## config.mk

```make
export PLATFORM = sky130hd
export DESIGN_NAME = seq_counter_prog
export DESIGN_NICKNAME = d
export VERILOG_FILES = /design/src/rtl/seq_counter_prog.sv
export SDC_FILE = /design/constraint.sdc
export NUM_CORES = 1
export LEC_CHECK = 0
export ABC_CLOCK_PERIOD_IN_PS = 2900
export BUFFER_PORTS_ARGS = -buffer_cell sky130_fd_sc_hd__buf_4
export CAP_MARGIN = 20
export CORE_MARGIN = 1
export CORE_UTILIZATION = 54
export CTS_BUF_LIST = sky130_fd_sc_hd__clkbuf_16
export DETAILED_ROUTE_END_ITERATION = 10
export PLACE_DENSITY = 0.82
export SYNTH_ARGS = -nofsm -noshare
export SYNTH_HDL_FRONTEND = slang
export SYNTH_SLANG_ARGS = --single-unit
```

## constraint.sdc

```tcl
create_clock -name CLK -period 2.9 [get_ports CLK]
set_clock_uncertainty 0.05 [all_clocks]
set_input_delay 0.145 -clock CLK [delete_from_list [all_inputs] [get_ports CLK]]
set_output_delay 0.145 -clock CLK [all_outputs]
set_load 0.01 [all_outputs]
```

## src/rtl/seq_counter_prog.sv

```systemverilog
// Programmable-sequence counter: an index walks a writable code table of DEPTH
// entries and presents the selected WIDTH-bit code on Q.
module seq_counter_prog #(
   parameter int WIDTH = 4,
   parameter int DEPTH = 16,
   localparam int AW = (DEPTH > 1) ? $clog2(DEPTH) : 1,
   localparam int LW = $clog2(DEPTH + 1)
) (
   input  logic             CLK,
   input  logic             RST,
   input  logic             EN,
   input  logic             DIR,
   input  logic             MODE,
   input  logic             CLR,
   input  logic [LW-1:0]    LEN,
   input  logic             WR_EN,
   input  logic [AW-1:0]    WR_ADDR,
   input  logic [WIDTH-1:0] WR_DATA,
   output logic [WIDTH-1:0] Q,
   output logic [AW-1:0]    IDX,
   output logic             TC,
   output logic             DONE
);

   localparam logic [LW-1:0] DEPTH_L = LW'(DEPTH);

   logic [WIDTH-1:0] table_r [DEPTH];
   logic [AW-1:0]    idx_r;
   logic [AW-1:0]    idx_nxt_s;
   logic             done_r;
   logic             done_nxt_s;
   logic [LW-1:0]    len_eff_s;
   logic [AW-1:0]    last_s;
   logic             at_term_s;
   logic             wr_ok_s;

   // Clamp the requested length into 1..DEPTH and derive the last active index.
   always_comb begin
      len_eff_s = LEN;
      if (LEN == LW'(0)) begin
         len_eff_s = LW'(1);
      end else if (LEN > DEPTH_L) begin
         len_eff_s = DEPTH_L;
      end else begin
         len_eff_s = LEN;
      end
      last_s = AW'(len_eff_s - LW'(1));
   end

   // Terminal detection; forward uses >= so a shrunk LEN still counts as terminal.
   always_comb begin
      at_term_s = 1'b0;
      if (DIR) begin
         at_term_s = (LW'(idx_r) >= (len_eff_s - LW'(1)));
      end else begin
         at_term_s = (idx_r == AW'(0));
      end
   end

   // Next index / done flag: CLR beats stepping, DONE freezes stepping.
   always_comb begin
      idx_nxt_s  = idx_r;
      done_nxt_s = done_r;
      if (CLR) begin
         idx_nxt_s  = AW'(0);
         done_nxt_s = 1'b0;
      end else if (EN && !done_r) begin
         if (!at_term_s) begin
            if (DIR) begin
               idx_nxt_s = idx_r + AW'(1);
            end else begin
               idx_nxt_s = idx_r - AW'(1);
            end
         end else if (!MODE) begin
            if (DIR) begin
               idx_nxt_s = AW'(0);
            end else begin
               idx_nxt_s = last_s;
            end
         end else begin
            idx_nxt_s  = idx_r;
            done_nxt_s = 1'b1;
         end
      end else begin
         idx_nxt_s  = idx_r;
         done_nxt_s = done_r;
      end
   end

   // Index and done registers.
   always_ff @(posedge CLK or posedge RST) begin
      if (RST) begin
         idx_r  <= AW'(0);
         done_r <= 1'b0;
      end else begin
         idx_r  <= idx_nxt_s;
         done_r <= done_nxt_s;
      end
   end

   assign wr_ok_s = WR_EN && (LW'(WR_ADDR) < DEPTH_L);

   // Code table: reset loads the identity sequence so the block starts as a binary counter.
   always_ff @(posedge CLK or posedge RST) begin
      if (RST) begin
         for (int i = 0; i < DEPTH; i++) begin
            table_r[i] <= WIDTH'(i);
         end
      end else begin
         if (wr_ok_s) begin
            table_r[WR_ADDR] <= WR_DATA;
         end
      end
   end

   assign Q    = table_r[idx_r];
   assign IDX  = idx_r;
   assign DONE = done_r;
   assign TC   = EN & ~done_r & at_term_s;

endmodule

```

==> impl.org <==
** Setup path
- Number of cell instances on the worst register-to-register path :: 8
- Max FO, Critical Path :: 13
- The worst setup path is of the flip-flop to output pin kind.
- Kind of start point of the critical path :: flip-flop
- Data on the critical path is required at its endpoint by 2.71 ns.
- Critical Path, Cell by Cell :: buf_4 > mux4_1 > mux4_2 > buf_4
- The largest single stage delay on the critical path is roughly 0.66 ns.
- The worst setup path is captured at an output pin.
- The cell that appears most often on the critical path is sky130_fd_sc_hd__buf_4.
- Gate family responsible for the most delay along the worst path :: multiplexers
- STA puts the critical path data arrival time at 2.33 ns.
- Worst path buffer plus inverter count :: 2
- Among all stages on the critical path, the largest delay is contributed by sky130_fd_sc_hd__dfrtp_1.
- Levels on crit path :: 4

** Clock tree
- Deepest level of the CTS H-tree :: 3
- Number of buffers added for setup after CTS :: 0
- Number of gates resized after cts :: 0
- TritonCTS built the clock tree.
- CTS Root Cell :: sky130_fd_sc_hd__clkbuf_16
- Clock network latency to the later pin of the worst-skew pair :: 0.32 ns
- Clk slew on worst S/H paths :: approximately 0.06 ns
- Number of clock sinks :: 69
- CTS max path bufs :: 2
- Total clock buffers created by CTS :: 9

** Timing
- Measured against its own limit, the worst slew margin works out to approximately 54%.
- Final setup TNS :: 0 ns
- Minimum period implied by the final worst setup slack :: approximately 2.5 ns
- Total of endpoints with negative setup slack in the final report :: 0
- RSZ-0062 raised after global routing :: false
- Number of pins with negative max-slew slack in the final report :: 0
- Timing would allow up to ~400 MHz.
- The hold violation total from the final report is 0.
- At the pin with the least slew margin, the transition time is just under 0.7 ns.
- Final worst path period share :: 87.2%

** Global routing
- Residual overflow from global routing :: 0
- Number of antenna violations at the first check in global routing :: 0
- Pin count of the biggest net entering global routing :: 31
- Wire length of the first global-routing pass :: between 10000 and 15000 um
- For this run, the total global-route usage over all layers was measured as 24.3%.
- Vias in the first global route :: approximately 2500

** Floorplanning
- Y dimension of the die :: 83.2 um
- 30 I/O pins were placed.
- Count of standard-cell rows :: 29
- The floorplan step defined a die boundary enclosing between 0.006 and 0.007 sq mm.
- Initial cell density of the core :: a little under three fifths
- Core footprint :: 0.00635 sq mm
- In this run the horizontal extent of the chip is 83.2 um.

** Synth
- Synthesis inferred 69 register bits.
- The synthesized design contains 0 enable-type register cells.
- Ys Warns :: 0
- Dividing the synthesized area by the synthesized cell count gives between 10 and 15 sq um.
- Synth async-reset ratio :: between 90% and 100%
- Fraction of the yosys area taken by sequential cells :: about 50%
- By area the synthesized netlist is led by sky130_fd_sc_hd__dfrtp_1, sky130_fd_sc_hd__dfstp_2, sky130_fd_sc_hd__mux2_2.
- Post-synth design cell area :: 0.00356 sq mm
- Cell with the most instances after synthesis :: sky130_fd_sc_hd__mux2_2
- When the netlist entered floorplanning its net count stood at ~280.
- After synthesis, the netlist uses 40 different library cells.
- Gate count of the mapped netlist :: 247
- Primary flip-flop cell chosen by synthesis mapping :: sky130_fd_sc_hd__dfrtp_1
- Area share of the largest cell type after synthesis :: between 20% and 30%
- Cell accounting for the most synthesized area :: sky130_fd_sc_hd__dfrtp_1
- Top cell types by occurrence after synthesis :: sky130_fd_sc_hd__mux2_2, sky130_fd_sc_hd__dfrtp_1, sky130_fd_sc_hd__dfstp_2

** Final layout
- NumNets Final :: 310
- Relative to the synthesized area, the layout overhead comes to 17.0%.
- In the final layout, the multi-input gates occupy roughly 0.0017 sq mm.
- After routing the design area is between 0.004 and 0.005 sq mm.
- The number of antenna diodes in the final layout is 0.
- Reg area :: 0.00177 sq mm
- Number of filler cells placed in the layout :: approximately 470
- Leaving out filler cells and counting taps, the final layout contains 364.
- Share of layout cells above drive strength 1 :: 57.8%

** Placed design
- Placed wire-length estimate after detailed placement :: 5150 um
- Post-DP Area :: between 0.003 and 0.004 sq mm
- The number of placed instances, taps included, is ~350.
- Number of input and output port buffers inserted :: 29
- GPL Wtd Cong :: 0.902

** Routing
- The detailed router placed ~2200 vias in this run.
- After detailed routing, the number of vias per cell comes to between 6 and 7.
- First-pass detailed-route iteration total :: 4
- Post-route ant nets :: 0
- WL per Instance :: a little over 20 um
- DRC :: 0
- In this run, the number of DRC markers left after iteration 0 of detailed routing was 89.
- Summed over all layers, the routed wires come to 7430 um.

** Pwr
- Power density over the cells :: around 780 mW/mm^2
- Final total power :: about 3.2 mW
- Worst vdd ir :: just under 0.5 mV
- Summed over all cells, the static leakage comes to approximately 1.7 nW.

** Min path
- The worst hold path passes through 4 cells.
- Worst min path class :: input pin to flip-flop

** Run status
- Result of the run :: finished, final reports clean

** Run
- Max-Cap Viols :: 0
## worst paths after layout
path | slack (ns) | end | start
worst max-delay path | 0.37 | Q[3] | IDX[1]
worst min-delay path | 0.06 | IDX[3] | DIR
worst max register to register | 0.61 | IDX[0] | IDX[0]
worst min register to register | 0.45 | table_r[57] | table_r[57]
max in group asynchronous | 1.62 | table_r[42] | RST
min in group asynchronous | 0.41 | table_r[60] | RST
## worst min-delay path: cells and delay by family
kind,cells,cell delay (ns)
AOI/OAI and AO/OA,3,0.15
buffers and inverters,1,0.10
## area by class of cell
type	instances	area share, %
Clock buffer	9	5.40
Clock inverter	7	1.59
Inverter	5	0.450
Multi-Input combinational cell	162	41.1
Sequential cell	69	42.4
Tap cell	77	2.31
Timing Repair Buffer	35	6.72
## through the flow
| stage | worst slack, ns | hold slack (ns) | util (%) |
|---|---|---|---|
| 5_1_grt | 0.219 | 0.0655 | 65.7 |
| 4_1_cts | 0.343 | 0.0496 | 65.7 |
| 2_1_floorplan | 0.623 | 0.168 | - |
| 3_3_place_gp | 0.355 | 0.210 | 60.7 |
| 6_report | 0.372 | 0.0629 | 65.7 |
| 3_5_place_dp | 0.272 | 0.217 | 60.7 |
## flip-flops by register name, indices dropped and copies added, names as in the netlist
| name | cells |
|---|---|
| DONE | 1 |
| IDX | 4 |
| table_r | 64 |
## cell usage in the layout (no fill, tap or decap), types with 3 or more instances in the layout
master	Yosys	layout
sky130_fd_sc_hd__and3_1	3	3
sky130_fd_sc_hd__nand2b_1	4	4
sky130_fd_sc_hd__dfrtp_1	37	37
sky130_fd_sc_hd__buf_4	0	32
sky130_fd_sc_hd__nand3b_1	4	4
sky130_fd_sc_hd__o21ai_0	8	8
sky130_fd_sc_hd__inv_1	5	5
sky130_fd_sc_hd__mux2_2	64	64
sky130_fd_sc_hd__nor2_1	11	11
sky130_fd_sc_hd__ha_1	7	7
sky130_fd_sc_hd__nand2_1	4	4
sky130_fd_sc_hd__nor2b_1	4	4
sky130_fd_sc_hd__or3_1	4	4
sky130_fd_sc_hd__dfstp_2	32	32
sky130_fd_sc_hd__clkbuf_16	0	9
sky130_fd_sc_hd__mux4_2	19	19
sky130_fd_sc_hd__a21oi_1	6	6
## report_power, final
group          total [mW]  switching, mW  internal, mW  leakage (nW)
Combinational       0.785          0.322         0.463         0.805
Sequential           1.39          0.134          1.26         0.794
Clock                1.06          0.397         0.662         0.147
Total                3.23          0.853          2.38          1.75
## routing by layer
layer  share of wire, %  track usage (%)
met5                  0                0
met1                 42             30.5
met2                 50             39.1
met3                5.2             6.96
met4                2.4             11.0
## cell families (layout without fill, tap and decap cells)
family | after synthesis | after routing | synth area share, %
muxes | 86 | 86 | 33.5
DFF | 69 | 69 | 49.6
and+or+nand+nor | 41 | 41 | 6.46
AOI/OAI and AO/OA | 24 | 24 | 4.39
buffers and inverters | 16 | 56 | 2.28
adders and majority gates | 8 | 8 | 3.02
xor gates and xnor gates | 3 | 3 | 0.737
## what timing repair did
item,in CTS,in global routing
hold endpoints to repair,23,0
hold buffers,2,0
setup endpoints to repair,0,0
Note: power is estimated with default switching activity, not from simulation.
